## src/rtl/atm_room_access_arbiter.sv

```systemverilog
// Round-robin access controller for the shared ATM secure room: grants one door at a time,
// checks its two-digit passcode, holds the room until exit, and locks out after repeated bad codes.
module atm_room_access_arbiter #(
    parameter int unsigned N_REQ          = 4,
    parameter logic [1:0]  PASS_DIGIT_1   = 2'b01,
    parameter logic [1:0]  PASS_DIGIT_2   = 2'b10,
    parameter int unsigned ENTRY_TIMEOUT  = 16,
    parameter int unsigned MAX_FAIL       = 3,
    parameter int unsigned LOCKOUT_CYCLES = 64
) (
    input  logic             clk,
    input  logic             reset_n,
    input  logic [N_REQ-1:0] sensor_entry,
    input  logic             sensor_exit,
    input  logic             code_valid,
    input  logic [1:0]       passcode_digit_1,
    input  logic [1:0]       passcode_digit_2,
    output logic [N_REQ-1:0] grant,
    output logic             GREEN_LIGHT,
    output logic             RED_LIGHT,
    output logic             alarm,
    output logic [2:0]       fail_count
);

    localparam int unsigned IW   = (N_REQ > 1) ? $clog2(N_REQ) : 1;
    localparam int unsigned TMAX = (ENTRY_TIMEOUT > LOCKOUT_CYCLES) ? ENTRY_TIMEOUT : LOCKOUT_CYCLES;
    localparam int unsigned TW   = (TMAX > 1) ? $clog2(TMAX) : 1;

    typedef enum logic [1:0] {
        S_IDLE      = 2'd0,
        S_WAIT_CODE = 2'd1,
        S_OCCUPIED  = 2'd2,
        S_LOCKOUT   = 2'd3
    } state_t;

    state_t           state, state_d;
    logic [TW-1:0]    timer, timer_d;
    logic [IW-1:0]    last_served, last_served_d;
    logic [IW-1:0]    grant_idx, grant_idx_d;
    logic [2:0]       fail_count_d;
    logic [N_REQ-1:0] grant_d;
    logic             green_d, red_d, alarm_d;

    logic             rr_found;
    logic [IW-1:0]    rr_idx;
    logic [IW-1:0]    rr_cand;

    logic             code_ok;
    logic             entry_timeout;
    logic             lockout_done;
    logic             granted_present;
    logic [2:0]       fail_inc;

    assign code_ok         = (passcode_digit_1 == PASS_DIGIT_1) && (passcode_digit_2 == PASS_DIGIT_2);
    assign entry_timeout   = (timer == TW'(ENTRY_TIMEOUT - 1));
    assign lockout_done    = (timer == TW'(LOCKOUT_CYCLES - 1));
    assign granted_present = |(sensor_entry & grant);
    assign fail_inc        = (fail_count >= 3'(MAX_FAIL)) ? fail_count : fail_count + 3'd1;

    // Round-robin pick: first requesting door after the last one served, with wrap.
    always_comb begin
        rr_found = 1'b0;
        rr_idx   = '0;
        rr_cand  = '0;
        for (int unsigned i = 1; i <= N_REQ; i++) begin
            rr_cand = IW'((32'(last_served) + i) % N_REQ);
            if (!rr_found && sensor_entry[rr_cand]) begin
                rr_found = 1'b1;
                rr_idx   = rr_cand;
            end
        end
    end

    // Next-state and next-output decode.
    always_comb begin
        state_d       = state;
        timer_d       = timer;
        last_served_d = last_served;
        grant_idx_d   = grant_idx;
        fail_count_d  = fail_count;

        case (state)
            S_IDLE: begin
                timer_d = '0;
                if (rr_found) begin
                    state_d     = S_WAIT_CODE;
                    grant_idx_d = rr_idx;
                end
            end
            S_WAIT_CODE: begin
                timer_d = timer + TW'(1);
                if (code_valid) begin
                    if (code_ok) begin
                        state_d       = S_OCCUPIED;
                        fail_count_d  = 3'd0;
                        last_served_d = grant_idx;
                    end else begin
                        fail_count_d = fail_inc;
                        timer_d      = '0;
                        if (fail_inc == 3'(MAX_FAIL)) begin
                            state_d = S_LOCKOUT;
                        end
                    end
                end else if (entry_timeout || !granted_present) begin
                    // Timeout outranks abandon, but both end the same way.
                    state_d       = S_IDLE;
                    timer_d       = '0;
                    last_served_d = grant_idx;
                end
            end
            S_OCCUPIED: begin
                if (sensor_exit) begin
                    state_d = S_IDLE;
                end
            end
            S_LOCKOUT: begin
                timer_d = timer + TW'(1);
                if (lockout_done) begin
                    state_d      = S_IDLE;
                    timer_d      = '0;
                    fail_count_d = 3'd0;
                end
            end
            default: begin
                state_d = S_IDLE;
                timer_d = '0;
            end
        endcase

        grant_d = '0;
        if (state_d == S_WAIT_CODE || state_d == S_OCCUPIED) begin
            grant_d = N_REQ'(1) << grant_idx_d;
        end
        green_d = (state_d == S_OCCUPIED);
        red_d   = !green_d;
        alarm_d = (state_d == S_LOCKOUT);
    end

    always_ff @(posedge clk or negedge reset_n) begin
        if (!reset_n) begin
            state       <= S_IDLE;
            timer       <= '0;
            last_served <= IW'(N_REQ - 1);
            grant_idx   <= '0;
            grant       <= '0;
            fail_count  <= 3'd0;
            GREEN_LIGHT <= 1'b0;
            RED_LIGHT   <= 1'b1;
            alarm       <= 1'b0;
        end else begin
            state       <= state_d;
            timer       <= timer_d;
            last_served <= last_served_d;
            grant_idx   <= grant_idx_d;
            grant       <= grant_d;
            fail_count  <= fail_count_d;
            GREEN_LIGHT <= green_d;
            RED_LIGHT   <= red_d;
            alarm       <= alarm_d;
        end
    end

endmodule

```

## config.mk

```make
export PLATFORM = sky130hd
export DESIGN_NAME = atm_room_access_arbiter
export DESIGN_NICKNAME = d
export VERILOG_FILES = /design/src/rtl/atm_room_access_arbiter.sv
export SDC_FILE = /design/constraint.sdc
export NUM_CORES = 1
export LEC_CHECK = 0
export CORE_MARGIN = 8
export CORE_UTILIZATION = 40
export DETAILED_ROUTE_END_ITERATION = 8
export SYNTH_ARGS = -nofsm -noshare
export SYNTH_HDL_FRONTEND = slang
export SYNTH_SLANG_ARGS = --single-unit
```

## constraint.sdc

```tcl
create_clock -name clk -period 5.6 [get_ports clk]
set_input_delay 1.12 -clock clk [delete_from_list [all_inputs] [get_ports clk]]
set_output_delay 1.12 -clock clk [all_outputs]
set_load 0.02 [all_outputs]
```

==> results of run 1 <==
through the flow:
| step | setup WS (ps) | instances | hold slack, ps | utilization, % |
|---|---|---|---|---|
| 3_3_place_gp | 2376 | 185 | 512.9 | 50.00 |
| 3_5_place_dp | 2242 | 185 | 521.6 | 50.00 |
| 2_1_floorplan | 3020 | 123 | 459.5 | - |
| 5_1_grt | 2451 | 189 | 596.0 | 51.74 |
| 6_report | 2613 | 189 | 549.6 | 51.74 |
| 4_1_cts | 2614 | 189 | 549.9 | 51.74 |
cells by family (layout without fill, tap and decap cells):
group | Yosys count | after routing | synth area share (%)
fa+ha+maj | 6 | 6 | 5.958
simple gates | 43 | 43 | 19.46
xor+xnor | 4 | 4 | 2.781
mux | 4 | 4 | 3.376
compound gates | 37 | 37 | 22.34
buf+inv | 7 | 29 | 2.085
flops | 22 | 22 | 43.99
power groups by stage:
stage	Sequential (mW)	Clock [mW]	Combinational [mW]
2_1_floorplan	0.284	0	0.223
3_3_place_gp	0.291	0	0.336
6_report	0.289	0.119	0.338
5_1_grt	0.299	0.131	0.374
3_5_place_dp	0.289	0	0.341
4_1_cts	0.287	0.123	0.342
state kept, by name, summed over array words and instances (netlist names):
name and flops:
grant 4, timer 6, fail_count 3, grant_idx 2
alarm 1, RED_LIGHT 1, state 2, last_served 2
GREEN_LIGHT 1
cell type report:
| cell class | count | area [sq um] | area share [%] |
|---|---|---|---|
| Multi-Input combinational cell | 94 | 679.4 | 43.37 |
| Sequential cell | 22 | 554.3 | 35.38 |
| Timing Repair Buffer | 21 | 210.2 | 13.42 |
| Tap cell | 44 | 55.05 | 3.514 |
| Clock inverter | 1 | 30.03 | 1.917 |
| Clock buffer | 3 | 22.52 | 1.438 |
| Inverter | 4 | 15.01 | 0.9585 |
metal layers:
layer / wire length (microns) / part of all wire, % / vias to the layer above / GRT usage, %
li1: - / - / 515 / -
met3: 183 / 6.4 / 2 / 4.683
met5: 0 / 0 / - / 0
met4: 15 / 0.52 / 0 / 2.041
met2: 1321 / 46 / 25 / 18.36
met1: 1337 / 47 / 502 / 14.68
path summary, 6_finish.rpt:
path,end,slack [ps],cells after the start
max in group asynchronous,grant[3]$_DFF_PN0_,3690,1
worst min-delay path,last_served[1]$_DFFE_PN1P_,550,1
worst max register to register,grant[3]$_DFF_PN0_,3210,7
worst max-delay path,grant[3]$_DFF_PN0_,2610,6
worst min register to register,last_served[1]$_DFFE_PN1P_,550,1
min in group asynchronous,timer[4]$_DFFE_PN0P_,1330,1
critical path, cell delays in order:
cell and delay (ps):
clkdlybuf4s50_1 510, nor4_1 520, nor3_2 130, a21oi_1 220, ha_1 300, a2111oi_0 370
layout by cell type (no fill, tap or decap), types with 2 or more instances in the layout:
cell              n
a32o_1            6
and2_1            2
a21o_1            2
inv_1             4
a22o_1            2
nand2_1           8
nand3_1           5
dfstp_2           3
dfrtp_1          19
mux2i_1           2
a21oi_1           6
nor2_1            8
nor4_1            2
mux2_1            2
o211ai_1          2
and3_1            2
ha_1              6
clkbuf_4          3
clkdlybuf4s50_1  21
a22oi_1           2
xnor2_1           3
nand2b_1          5
a211oi_1          2
o21ai_0           4
==> run summary, run 1 <==
ROUTING
---------------------------------------------------------------------------------
Final WL ...........................................................     2.858 mm
TritonRoute pass-1 iters ...........................................            4
DR DRC count .......................................................            0
Vias per std cell ..................................................        5.524
Final antenna-violating net count ..................................            0
Detailed Route Iter0 Violations ....................................           47
Total vias in the final route ......................................         1044
Detailed-route wire length per cell ................................ 15.12 microns

POWER AND IR DROP
---------------------------------------------------------------------------------
Sequential cell fraction of total power ............................        38.7%
Peak supply drop ...................................................    0.2051 mV
Pwr per Cell Area .................................................. 476.1 nW/um^2
Leakage ............................................................    0.6671 nW
Net switching share of the total power .............................       39.31%
Logic pwr share ....................................................        45.3%
Total chip power ...................................................    0.7458 mW
Internal power of the cells ........................................    0.4526 mW
Reported net switching power .......................................    0.2931 mW
Part of the total power dissipated in the clock network ............        16.0%

YOSYS
---------------------------------------------------------------------------------
Post-synthesis cell type count .....................................           46
Number of synthesized flops with an enable pin .....................            0
Async SR Flop Fraction .............................................       100.0%
Synthesized area divided by synthesized cell count .................  10.24 sq um
Share of Yosys cell area claimed by the top area cell type .........       37.74%
Top post-synthesis cells by count .................................. dfrtp_1 (19), nand2_1 (8), nor2_1 (8)
Synthesized netlist cell count .....................................          123
Synth Cell Area ....................................................   1260 sq um
Net count after synthesis ..........................................          141
Top post-synthesis cells by area ................................... dfrtp_1 (38%), dfstp_2 (6.3%), ha_1 (6.0%)
Main flop type after synthesis .....................................      dfrtp_1
Yosys synthesis warning count ......................................            0
Register bit count reported by yosys ...............................           22
Most frequently used cell type in the post-synthesis netlist .......      dfrtp_1
Portion of the post-synthesis area used by sequential elements .....       43.99%
Cell accounting for the most synthesized area ......................      dfrtp_1

PLACEMENT
---------------------------------------------------------------------------------
Number of I/O port buffers .........................................           21
Routability congestion estimate from global placement ..............       0.8085
Placement Cell Area ................................................   1514 sq um
Half-perimeter wire length after detailed placement ................     2.212 mm

STA
---------------------------------------------------------------------------------
Endpoints failing hold .............................................            0
Final Max Tran Viols ...............................................            0
Final critical-path share of the clock period ......................       53.34%
Worst rel slew slack ...............................................       35.85%
Fin Clk Skew .......................................................     1.825 ps
Min Tclk post-route ................................................      2987 ps
Total setup violations reported at the end of the flow .............            0
RSZ-0062 raised after global routing ...............................           no
Worst-margin pin slew ..............................................     959.3 ps
Highest attainable clock frequency .................................    334.8 MHz
Total Negative Setup Slacks ........................................         0 ps

CLOCKING
---------------------------------------------------------------------------------
TritonCTS Buffers ..................................................            3
CTS tree ...........................................................          yes
Clock tree sinks ...................................................           22
Hold-fix buffer count after cts ....................................            0
Clk Latency, worst-skew pair .......................................       300 ps
Post-CTS sizing ....................................................            0
Register clock-pin slew on the reported worst setup and hold paths .       120 ps
Root buffer cell ...................................................     clkbuf_4
Number of buffers on the longest clock path ........................            2
Number of buffers inserted by post-CTS setup repair ................            0
Clock H-tree levels ................................................            1

GLOBAL ROUTE
---------------------------------------------------------------------------------
Number of antenna violations at the first check in global routing ..            0
Pin count of the biggest net entering global routing ...............           23
Via count of the first global-routing pass .........................         1050
Global Route Usage Sum .............................................       11.66%
First-pass GRT wire length .........................................     4.940 mm
Remaining global-route overflow ....................................            0

RUN
---------------------------------------------------------------------------------
Max_cap viols ......................................................            0

FLOORPLAN
---------------------------------------------------------------------------------
Y dimension of the die ............................................. 72.13 microns
Die Wd ............................................................. 72.13 microns
Area of the die ....................................................   5202 sq um
Boundary Pins ......................................................           22
Row count ..........................................................           20
Core area ..........................................................   3028 sq um
Effective utilization at floorplan .................................       41.61%

FINAL LAYOUT
---------------------------------------------------------------------------------
Ant. Diodes ........................................................            0
Layout cells sized above 1 .........................................       6.897%
Filler cells .......................................................          290
Final cell area excluding filler cells .............................   1567 sq um
Layout-stage area growth over the synthesis result .................       24.33%
Nets ...............................................................          164

WORST SETUP PATH
---------------------------------------------------------------------------------
Category of the critical setup timing path .........................    in -> reg
CP Launch Type ..................................................... primary input
Critical Path Fanout Max ...........................................            6
Required @ worst endpoint ..........................................      5790 ps
Worst Setup End Kind ...............................................         flop
Worst setup path startpoint ........................................ sensor_entry[3]
Data arrival at the endpoint of the critical path ..................      3180 ps
Worst r2r src ...................................................... fail_count[0]$_DFFE_PN0P_

MIN PATH
---------------------------------------------------------------------------------
Launch point of the worst hold path ................................ grant_idx[1]$_DFF_PN0_
Path type of the worst min-delay path ..............................   reg -> reg

STATUS
---------------------------------------------------------------------------------
Run status ......................................................... complete, no violations

Power figures use the tool's default switching activity.
==> run 2: changes to the inputs <==
--- a/config.mk
+++ b/config.mk
@@ -8,6 +8,7 @@
 export CORE_MARGIN = 8
 export CORE_UTILIZATION = 40
 export DETAILED_ROUTE_END_ITERATION = 8
+export PLACE_DENSITY = 0.66
 export SYNTH_ARGS = -nofsm -noshare
 export SYNTH_HDL_FRONTEND = slang
 export SYNTH_SLANG_ARGS = --single-unit
==> constraint.sdc (replaced) <==
create_clock -name clk -period 2.5 [get_ports clk]
set_input_delay 0.5 -clock clk [delete_from_list [all_inputs] [get_ports clk]]
set_output_delay 0.5 -clock clk [all_outputs]
set_load 0.02 [all_outputs]
==> run 2 against run 1 <==
Core utilization up 2.9 points; global-route usage up 0.46 points; total power rose by 130%; critical path type is now reg -> reg; largest power group unchanged.
==> run summary, run 2 (same netlist as run 1, synthesis figures left out) <==
WORST SETUP PATH
--------------------------------------------------------------------------------------
Levels on crit path .....................................................            7
Library cell contributing the largest single delay on the critical path .      dfrtp_1
Number of buffer and inverter stages on the critical path ...............            0
Number of cells on the worst reg-to-reg path ............................            7
Cell type group with the largest total delay on the critical path ....... compound AO/OA/AOI/OAI gates
CP Launch Type ..........................................................         flop
Required @ worst endpoint ...............................................      2700 ps
Data arrival at the endpoint of the critical path .......................      2620 ps
Category of the critical setup timing path ..............................   reg -> reg
Worst setup path startpoint ............................................. fail_count[1]$_DFFE_PN0P_
Critical-path cell list ................................................. ha_1 > ha_1 > a32oi_1 > o21ai_0 > a32o_1 > ha_1 > a2111oi_2
CP dominant cell by count ...............................................         ha_1
Worst stage delay on the critical path ..................................       450 ps
Worst Setup End Kind ....................................................         flop
Critical Path Fanout Max ................................................            5
Worst r2r src ........................................................... fail_count[1]$_DFFE_PN0P_

PLACEMENT
--------------------------------------------------------------------------------------
Number of I/O port buffers ..............................................           21
Half-perimeter wire length after detailed placement .....................     2.351 mm
Routability congestion estimate from global placement ...................       0.8439
Placement Cell Area .....................................................   1597 sq um

POWER AND IR DROP
--------------------------------------------------------------------------------------
Part of the total power dissipated in the clock network .................        15.7%
Peak supply drop ........................................................    0.5949 mV
Pwr per Cell Area ....................................................... 1058 nW/um^2
Logic pwr share .........................................................        48.4%
Reported net switching power ............................................    0.6837 mW
Internal power of the cells .............................................     1.068 mW
Leakage .................................................................    0.7211 nW
Sequential cell fraction of total power .................................        35.9%
Net switching share of the total power ..................................       39.03%

FLOORPLAN
--------------------------------------------------------------------------------------
Row count ...............................................................           20
Die Wd .................................................................. 72.13 microns
Y dimension of the die .................................................. 72.13 microns
Area of the die .........................................................   5202 sq um
Core area ...............................................................   3028 sq um
Boundary Pins ...........................................................           22
Effective utilization at floorplan ......................................       41.61%

GLOBAL ROUTE
--------------------------------------------------------------------------------------
Pin count of the biggest net entering global routing ....................           23
First-pass GRT wire length ..............................................     5.106 mm
Number of antenna violations at the first check in global routing .......            0
Global Route Usage Sum ..................................................       12.12%
Via count of the first global-routing pass ..............................         1118
Remaining global-route overflow .........................................            0

FINAL LAYOUT
--------------------------------------------------------------------------------------
Total area of sequential cells ..........................................  554.3 sq um
Commonest non-fill, non-tap cell in the layout .......................... clkdlybuf4s50_1
Layout cells sized above 1 ..............................................       14.10%
Top Registers ........................................................... timer: 6 flops, grant: 4 flops, fail_count: 3 flops
Filler cells ............................................................          268
Largest reg by FF count .................................................        timer
Nets ....................................................................          175
Max reg flops ...........................................................            6
Commonest cells after routing, fill and taps aside ...................... clkdlybuf4s50_1 (21), dfrtp_1 (19), buf_4 (11)
Ant. Diodes .............................................................            0
Layout-stage area growth over the synthesis result ......................       31.38%
Area of the multi-input gates ...........................................  685.7 sq um
Final cell area excluding filler cells ..................................   1655 sq um

CLOCKING
--------------------------------------------------------------------------------------
Clock tree sinks ........................................................           22
Number of buffers on the longest clock path .............................            2
Register clock-pin slew on the reported worst setup and hold paths ......       130 ps
Clk Latency, worst-skew pair ............................................       310 ps
Hold-fix buffer count after cts .........................................            0
Number of buffers inserted by post-CTS setup repair .....................            0
Post-CTS sizing .........................................................            0
Root buffer cell ........................................................     clkbuf_4
TritonCTS Buffers .......................................................            3
CTS tree ................................................................          yes
Clock H-tree levels .....................................................            1

ROUTING
--------------------------------------------------------------------------------------
Detailed Route Iter0 Violations .........................................           73
TritonRoute pass-1 iters ................................................            4
Total vias in the final route ...........................................         1101
Final antenna-violating net count .......................................            0
Detailed-route wire length per cell ..................................... 15.02 microns
Routed length on met3 ...................................................  136 microns
Vias per std cell .......................................................        5.505
DR DRC count ............................................................            0
Wl on met1 ..............................................................     1.220 mm
Highest layer used for signal routing ...................................         met4
DR WL met2 ..............................................................     1.630 mm
Final WL ................................................................     3.004 mm

STA
--------------------------------------------------------------------------------------
Fin Clk Skew ............................................................     12.23 ps
Final critical-path share of the clock period ...........................       96.53%
Highest attainable clock frequency ......................................    414.4 MHz
Worst-margin pin slew ...................................................     667.3 ps
Final hold slack ........................................................     499.9 ps
Final Max Tran Viols ....................................................            0
Endpoints failing hold ..................................................            0
Worst rel slew slack ....................................................       54.81%
Total setup violations reported at the end of the flow ..................            0
Min Tclk post-route .....................................................      2413 ps

STATUS
--------------------------------------------------------------------------------------
Run status .............................................................. complete, no violations

MIN PATH
--------------------------------------------------------------------------------------
Number of cells on the worst hold path ..................................            1
Path type of the worst min-delay path ...................................   reg -> reg
Launch point of the worst hold path ..................................... grant_idx[1]$_DFF_PN0_

RUN
--------------------------------------------------------------------------------------
Max_cap viols ...........................................................            0

run 2: worst register-to-register path, stage by stage, from the launching register on:
cell       delay [ps]
dfrtp_1           450
ha_1              220
ha_1              300
a32oi_1           210
o21ai_0           100
a32o_1            330
ha_1              350
a2111oi_2         350
run 2: metrics by stage:
step	setup TNS, ps	utilization [%]	setup WS [ps]	cells	power [mW]
2_1_floorplan	0	-	195.0	123	1.137
3_3_place_gp	0	52.73	24.50	196	1.437
3_5_place_dp	-74.55	52.73	-74.55	196	1.460
4_1_cts	0	54.46	43.16	200	1.742
5_1_grt	-40.47	54.67	-40.47	200	1.878
6_report	0	54.67	86.66	200	1.751
run 2: power groups by stage:
stage	clock network (mW)	logic, mW	registers (mW)
6_report	0.275	0.848	0.629
5_1_grt	0.299	0.927	0.652
4_1_cts	0.283	0.830	0.628
3_5_place_dp	0	0.824	0.637
3_3_place_gp	0	0.807	0.630
2_1_floorplan	0	0.500	0.637
run 2: layer usage:
layer | GRT usage (%) | vias up
met5 | 0 | -
met4 | 1.361 | 0
met3 | 3.994 | 2
met2 | 22.37 | 19
met1 | 13.38 | 543
li1 | - | 537
run 2: final timing paths:
kind | end | slack, ps
max | grant[3]$_DFF_PN0_ | 90
min | last_served[1]$_DFFE_PN1P_ | 500
max reg2reg | grant[3]$_DFF_PN0_ | 90
min reg2reg | last_served[1]$_DFFE_PN1P_ | 500
max in group asynchronous | last_served[0]$_DFFE_PN1P_ | 1690
min in group asynchronous | timer[0]$_DFFE_PN0P_ | 510
run 2: final cells by class:
type | instances | area share, %
tap | 44 | 3.326
clock buffer | 3 | 1.361
inverter | 4 | 0.9070
clock inverter | 1 | 1.814
timing repair buffer | 32 | 17.69
sequential | 22 | 33.48
multi-input combinational | 94 | 41.42
==> run 3: changes to the inputs <==
--- a/config.mk
+++ b/config.mk
@@ -8,6 +8,7 @@
 export CORE_MARGIN = 8
 export CORE_UTILIZATION = 40
 export DETAILED_ROUTE_END_ITERATION = 8
+export GPL_TIMING_DRIVEN = 1
 export PLACE_DENSITY = 0.66
 export SYNTH_ARGS = -nofsm -noshare
 export SYNTH_HDL_FRONTEND = slang
==> results of run 3 <==
The final DEF is identical to that of run 2; final timing and power are the same.
